## src/rtl/wolfram_ca_engine.sv

```systemverilog
// One-dimensional, two-state Wolfram cellular automaton: computes one generation per clock.
// Define CA_FIXPOINT_DETECT_EN to add early termination on a stable state (fixpoint output).
module wolfram_ca_engine #(
  parameter int unsigned WIDTH = 16,
  parameter int unsigned GEN_W = 16
) (
  input  logic             clk,
  input  logic             rst,
  input  logic [7:0]       rule,
  input  logic             periodic,
  input  logic             load,
  input  logic [WIDTH-1:0] seed,
  input  logic             start,
  input  logic [GEN_W-1:0] n_gens,
  input  logic             abort,
  output logic             ready,
  output logic             busy,
  output logic             done,
  output logic [WIDTH-1:0] state,
  output logic [GEN_W-1:0] gen_count
`ifdef CA_FIXPOINT_DETECT_EN
  ,
  output logic             fixpoint
`endif
);

  typedef enum logic [1:0] {StIdle, StRun, StDone} fsm_e;

  fsm_e             fsm_q, fsm_d;
  logic [WIDTH-1:0] state_q, state_d, next_gen;
  logic [GEN_W-1:0] gen_q, gen_d, gen_inc, n_gens_q, n_gens_d;
  logic [7:0]       rule_q, rule_d;
  logic             periodic_q, periodic_d;
  logic [WIDTH+1:0] ext;
`ifdef CA_FIXPOINT_DETECT_EN
  logic             fix_q, fix_d;
`endif

  // ext[0] is the right boundary, ext[WIDTH+1] the left one; cell i sees ext[i+2:i].
  always_comb begin
    ext      = {periodic_q & state_q[0], state_q, periodic_q & state_q[WIDTH-1]};
    next_gen = '0;
    for (int i = 0; i < WIDTH; i++) begin
      next_gen[i] = rule_q[ext[i +: 3]];
    end
  end

  // gen_q is always below n_gens_q while running, so the increment cannot wrap.
  assign gen_inc = gen_q + GEN_W'(1);

  always_comb begin
    fsm_d      = fsm_q;
    state_d    = state_q;
    gen_d      = gen_q;
    n_gens_d   = n_gens_q;
    rule_d     = rule_q;
    periodic_d = periodic_q;
`ifdef CA_FIXPOINT_DETECT_EN
    fix_d      = fix_q;
`endif
    unique case (fsm_q)
      StIdle: begin
        if (load) begin
          state_d = seed;
        end else if (start) begin
          rule_d     = rule;
          periodic_d = periodic;
          n_gens_d   = n_gens;
          gen_d      = '0;
`ifdef CA_FIXPOINT_DETECT_EN
          fix_d      = 1'b0;
`endif
          fsm_d      = (n_gens != '0) ? StRun : StDone;
        end
      end
      StRun: begin
        if (abort) begin
          fsm_d = StDone;
        end else begin
          state_d = next_gen;
          gen_d   = gen_inc;
          if (gen_inc == n_gens_q) fsm_d = StDone;
`ifdef CA_FIXPOINT_DETECT_EN
          if (next_gen == state_q) begin
            fsm_d = StDone;
            fix_d = 1'b1;
          end
`endif
        end
      end
      StDone:  fsm_d = StIdle;
      default: fsm_d = StIdle;
    endcase
  end

  always_ff @(posedge clk) begin
    if (rst) begin
      fsm_q      <= StIdle;
      state_q    <= '0;
      gen_q      <= '0;
      n_gens_q   <= '0;
      rule_q     <= '0;
      periodic_q <= 1'b0;
`ifdef CA_FIXPOINT_DETECT_EN
      fix_q      <= 1'b0;
`endif
    end else begin
      fsm_q      <= fsm_d;
      state_q    <= state_d;
      gen_q      <= gen_d;
      n_gens_q   <= n_gens_d;
      rule_q     <= rule_d;
      periodic_q <= periodic_d;
`ifdef CA_FIXPOINT_DETECT_EN
      fix_q      <= fix_d;
`endif
    end
  end

  assign ready     = (fsm_q == StIdle);
  assign busy      = (fsm_q == StRun);
  assign done      = (fsm_q == StDone);
  assign state     = state_q;
  assign gen_count = gen_q;
`ifdef CA_FIXPOINT_DETECT_EN
  assign fixpoint  = fix_q;
`endif

endmodule

```

## config.mk

```make
export PLATFORM = sky130hd
export DESIGN_NAME = wolfram_ca_engine
export DESIGN_NICKNAME = d
export VERILOG_FILES = /design/src/rtl/wolfram_ca_engine.sv
export SDC_FILE = /design/constraint.sdc
export NUM_CORES = 1
export LEC_CHECK = 0
export ABC_AREA = 1
export CORE_MARGIN = 2
export CORE_UTILIZATION = 38
export CTS_BUF_LIST = sky130_fd_sc_hd__clkbuf_8
export DETAILED_ROUTE_END_ITERATION = 8
export SYNTH_ARGS = -nofsm -noshare
export SYNTH_HDL_FRONTEND = slang
export SYNTH_SLANG_ARGS = --single-unit
```

## constraint.sdc

```tcl
create_clock -name clk -period 1.55 [get_ports clk]
set_input_delay 0.465 -clock clk [delete_from_list [all_inputs] [get_ports clk]]
set_output_delay 0.465 -clock clk [all_outputs]
set_load 0.03 [all_outputs]
```

# == Yosys cells after proc, flatten, opt, wreduce, memory -nomap -nowiden ==
# Cells that the tools add are included.
# word_totals
latch_bits,0
register_bits,59
ram_bits,0
mem_bits_ro,0
n_memories,0
# op_classes
mux,45
n_lt_le_gt_ge,16
shifts,0
addsub,1
bitwise_logic,3
multipliers,0
n_reduce_logical,7
n_eq_ne,8
div_mod_pow,0
# ops
operator,count
16-bit 2-to-1 mux,5
3-bit by 4-bit < comparator with 1-bit output (second input constant),16
16-bit one-hot mux with 2 select lines,2
1-bit binary-select mux with 3-bit select,16
16-bit by 1-bit adder with 16-bit output (second input constant),1
16-bit equality test,1
1-bit 2-to-1 mux,16
16-bit nonzero test,1
2-bit 2-to-1 mux,5
3-bit AND reduction,3
2-bit != test (second input constant),4
2-bit one-hot mux with 2 select lines,1
4-bit AND reduction,1
3-bit by 2-bit != test with 1-bit output (second input constant),1
1-bit AND,2
2-bit by 1-bit equality test with 1-bit output (second input constant),1
2-bit equality test (second input constant),1
2-bit logical NOT,1
2-bit nonzero test,1
1-bit NOT,1

# == Longest topological paths before layout ==
# depth
ltp_word,5
mapped_depth,15
mapped_depth_nobuf,15

# == Worst setup path before layout ==
# No wires, ideal clock.
# synth_timing
path_kind,reg2reg
startpoint,"reg gen_q[0], in the netlist gen_count[0]"
endpoint,reg fsm_q[0]
slack_ns,-0.405
t_arrival_ns,1.846
required_ns,1.441
period_less_slack_ns,1.955
stages_incl_launch_ff,13
n_path_buf,0
cell_sequence,dfxtp_1 > ha_1 > nand2_1 > nor2_2 > nand3_1 > xor3_1 > nand2_1 > nor2_1 > nand3_1 > nand2_1 > o21ai_0 > nand2_1 > inv_1
# synth_between
elab_chain_len,4
# synth_lines
item,line,rtl
from (decl),31,"logic [GEN_W-1:0] gen_q, gen_d, gen_inc, n_gens_q, n_gens_d;"
from (signal assigned),110,gen_q <= gen_d;
16-bit by 1-bit adder with 16-bit output,49,assign gen_inc = gen_q + GEN_W'(1);
16-bit equality test,82,if (gen_inc == n_gens_q) fsm_d = StDone;
3-bit by 2-bit != test with 1-bit output (no source line),-,
3-bit AND reduction (no source line),-,
to (signal assigned),98,fsm_q <= StIdle;
to (signal assigned),108,fsm_q <= fsm_d;
to (decl),29,"fsm_e fsm_q, fsm_d;"
# No other way between the ends.
# A chain may end at the register's enable or synchronous reset.

# == Final worst setup path ==
# Ends and elaborated chain as after synthesis.

==> metrics.md <==
| Metric | Value |
|---|---|
| Data arrival, critical path | `2.05 ns` |
| Die extent in y | `105 um` |
| Clk_lat worst skew | `0.35 ns` |
| Most frequent cells in the layout | `121 x nand2_1, 115 x buf_4, 83 x a21oi_1` |
| Final Critical Period | `1.79 ns` |
| CP endpoint kind | `flip-flop` |
| Setup CP Type | `reg -> reg` |
| Pre-CTS setup slack | `-0.509 ns` |
| Post-place instance area | `5370 um2` |
| Layout cells sized above 1 | `0.275` |
| Crit path max-delay cell type | `dfxtp_4` |
| HPWL after DPL | `10100 um` |
| Grt total ovfl | `0` |
| Starting Density | `0.393` |
| Slew headroom | `0.628` |
| Clock Tree Root | `clkbuf_8` |
| Die footprint | `11000 um2` |
| Rows | `36` |
| Worst Skew | `0.0111 ns` |
| DR pass1 iterations | `5` |
| Vias in the first global route | `4677` |
| First-pass GRT wire length | `23000 um` |
| Clock buffer count from CTS | `9` |
| Total power | `0.00541 W` |
| Final setup viols | `5` |
| Clock Path Buffers | `2` |
| FMAX | `0.558 GHz` |
| WP buf/inv | `1` |
| Mean Syn Cell Area | `6.26 um2` |
| Final Slew Violations | `0` |
| Synth Instances | `616` |
| I/O Buffers | `80` |
| #FFs+latches synth | `59` |
| DR DRC count | `0` |
| GRT Total Usage | `0.256` |
| FF-to-FF End | `fsm_q[0]` |
| Critical path peak fanout | `6` |
| Initial DRC count | `294` |
| Top cells by area, synth | `dfxtp_1 31%, nand2_1 12%, o21ai_0 11%, a21oi_1 11%, nand3_1 7.0%` |
| Synth Cell Area | `3860 um2` |
| Failing checks | `negative setup slack` |
| Top-area cell type share of the netlist area | `0.306` |
| Clk pin slew, worst setup/hold paths | `0.08 ns` |
| ANT cells | `0` |
| Largest net degree at the start of global routing | `42` |
| Min-Delay Endpoint | `n_gens_q[4]` |
| DR WL/cell | `15.4 um` |
| Worst hold path startpoint | `n_gens_q[4]` |
| Antenna violation net count after detailed routing | `0` |
| R2R Setup Slk | `-0.24 ns` |
| I/O pin total | `81` |
| Post-Syn Nets | `663` |
| H-tree lvl count | `3` |
| Synth warn | `0` |
| GPL Wtd Cong | `0.865` |
| Worst path cell trace | `ha_4 > nand2_4 > nor2_4 > nand3_2 > xor3_1 > nand2_2 > nor2_4 > nand3_2 > nand2_2 > o21ai_1 > nand2_1 > inv_1` |
| Status | `complete, but fails checks` |
| Hold depth | `2` |
| Power density cells | `926 nW/um2` |
| Worst Hold Class | `reg -> reg` |
| Core ar. | `9820 um2` |
| Fin. Hold Viols | `0` |
| Setup crit start kind | `flip-flop` |
| Worst setup margin | `-0.243 ns` |
| Nets | `816` |
| Top Family by Delay on Critical Path | `simple AND/OR/NAND/NOR gates` |
| CP peak stage delay | `0.38 ns` |
| Sequential share of the synthesized area | `0.306` |
| Most common cell after layout, fill and taps aside | `nand2_1` |
| Worst Path Required | `1.81 ns` |
| Area grow syn2layout | `51.5%` |
| DR vias | `4879` |
| Largest area contributor in the netlist | `dfxtp_1` |
| Post-synthesis cell type count | `33` |
| Hold Slack | `0.472 ns` |
| Period utilisation layout | `1.16` |
| RSZ-0062 raised after global routing | `true` |
| RR Startpoint | `gen_count[0]` |
| Maxcap violations | `0` |
| Least-Margin Pin Slew | `0.553 ns` |
| # clock sinks | `59` |
| Reg2Reg Depth | `12` |
| CTS tree | `done` |
| Fillers | `995` |
| Leakage | `2.40 nW` |
| Core Util, Final | `0.595` |
| Avg Vias per Cell | `5.38` |
| DIE WIDTH | `105 um` |
| Fin area | `5840 um2` |
| WL final | `14000 um` |
| VDD IR max | `0.521 mV` |
| Initial antenna violation count | `0` |
[synthesized netlist by cell type]
master	n
a31oi_1	14
nand3b_1	5
o21ai_1	2
nand3_1	54
nor4_1	4
o211ai_1	12
inv_2	1
dfxtp_1	59
a221o_1	1
nand2_1	128
xor2_1	3
nor3b_2	1
a21oi_1	84
o221ai_1	1
buf_1	1
nand4_1	7
o311ai_0	9
nor2_1	37
nor3_1	1
inv_1	51
clkinv_1	3
nand2_2	2
a22oi_1	1
nor2_4	2
buf_2	4
nor2_2	4
o21ai_0	88
xor3_1	1
o21bai_2	1
ha_1	1
xnor2_1	2
clkbuf_1	31
nand2_4	1
[flip-flops by register name (all words and copies together) (netlist names)]
| name | flops |
|---|---|
| fsm_q | 2 |
| state | 16 |
| n_gens_q | 16 |
| gen_count | 16 |
| rule_q | 8 |
| periodic_q | 1 |
[cell type report]
type | instances | area (um2) | share of cell area
tap | 133 | 166 | 0.0285
clock buffer | 9 | 124 | 0.0212
multi-input combinational | 466 | 2480 | 0.424
clock inverter | 7 | 125 | 0.0214
sequential | 59 | 1220 | 0.209
inverter | 55 | 206 | 0.0353
timing repair buffer | 178 | 1520 | 0.260
[per-layer routing]
layer	routed length, um	part of all wire	track usage	vias to the layer above
li1	-	-	-	2433
met1	6410	0.46	0.355	2236
met2	6310	0.45	0.397	188
met3	971	0.070	0.0399	22
met4	272	0.019	0.0990	0
met5	0	0	0	-
[power breakdown]
group / internal, W / switching (W)
registers: 0.00165 / 0.000159
logic: 0.000748 / 0.00103
clock network: 0.00108 / 0.000736
[worst register-to-register path, cell delays in order (launching register included)]
cell     delay (ns)
dfxtp_4        0.38
ha_4           0.18
nand2_4        0.06
nor2_4         0.23
nand3_2        0.14
xor3_1         0.23
nand2_2        0.08
nor2_4         0.12
nand3_2        0.07
nand2_2        0.06
o21ai_1        0.06
nand2_1        0.06
inv_1          0.03
[how the worst max path moves through the flow]
stage / end / cells past startpoint / slack [ns] / startpoint
after global placement: fsm_q[1] / 6 / -0.58 / n_gens[12]
final: fsm_q[0] / 12 / -0.24 / gen_count[0]
after floorplan: fsm_q[0] / 14 / -0.08 / gen_count[0]
after CTS: fsm_q[0] / 15 / -0.22 / gen_count[0]
after global routing: fsm_q[0] / 14 / -0.38 / gen_count[0]
after detailed placement: fsm_q[1] / 6 / -0.51 / n_gens[12]
[kinds of logic after synthesis]
group,synth area share
buf+inv,0.0898
simple gates,0.281
flops,0.306
fa+ha+maj,0.00324
compound gates,0.302
xor+xnor,0.0175
[per-stage QoR]
| step | std cells | setup TNS [ns] |
|---|---|---|
| after detailed placement | 883 | -13.75 |
| after floorplan | 616 | -0.106 |
| after global routing | 907 | -1.27 |
| final | 907 | -0.682 |
| after global placement | 883 | -12.61 |
| after CTS | 903 | -0.677 |
[timing repair]
| item | CTS | global route |
|---|---|---|
| resized for setup | 45 | 42 |
| hold buffers | 0 | 0 |
| endpoints found under the setup margin | 19 | 47 |
| setup buffers | 4 | 4 |
| pin swaps | 8 | 10 |
(Power assumes the default switching activity.)
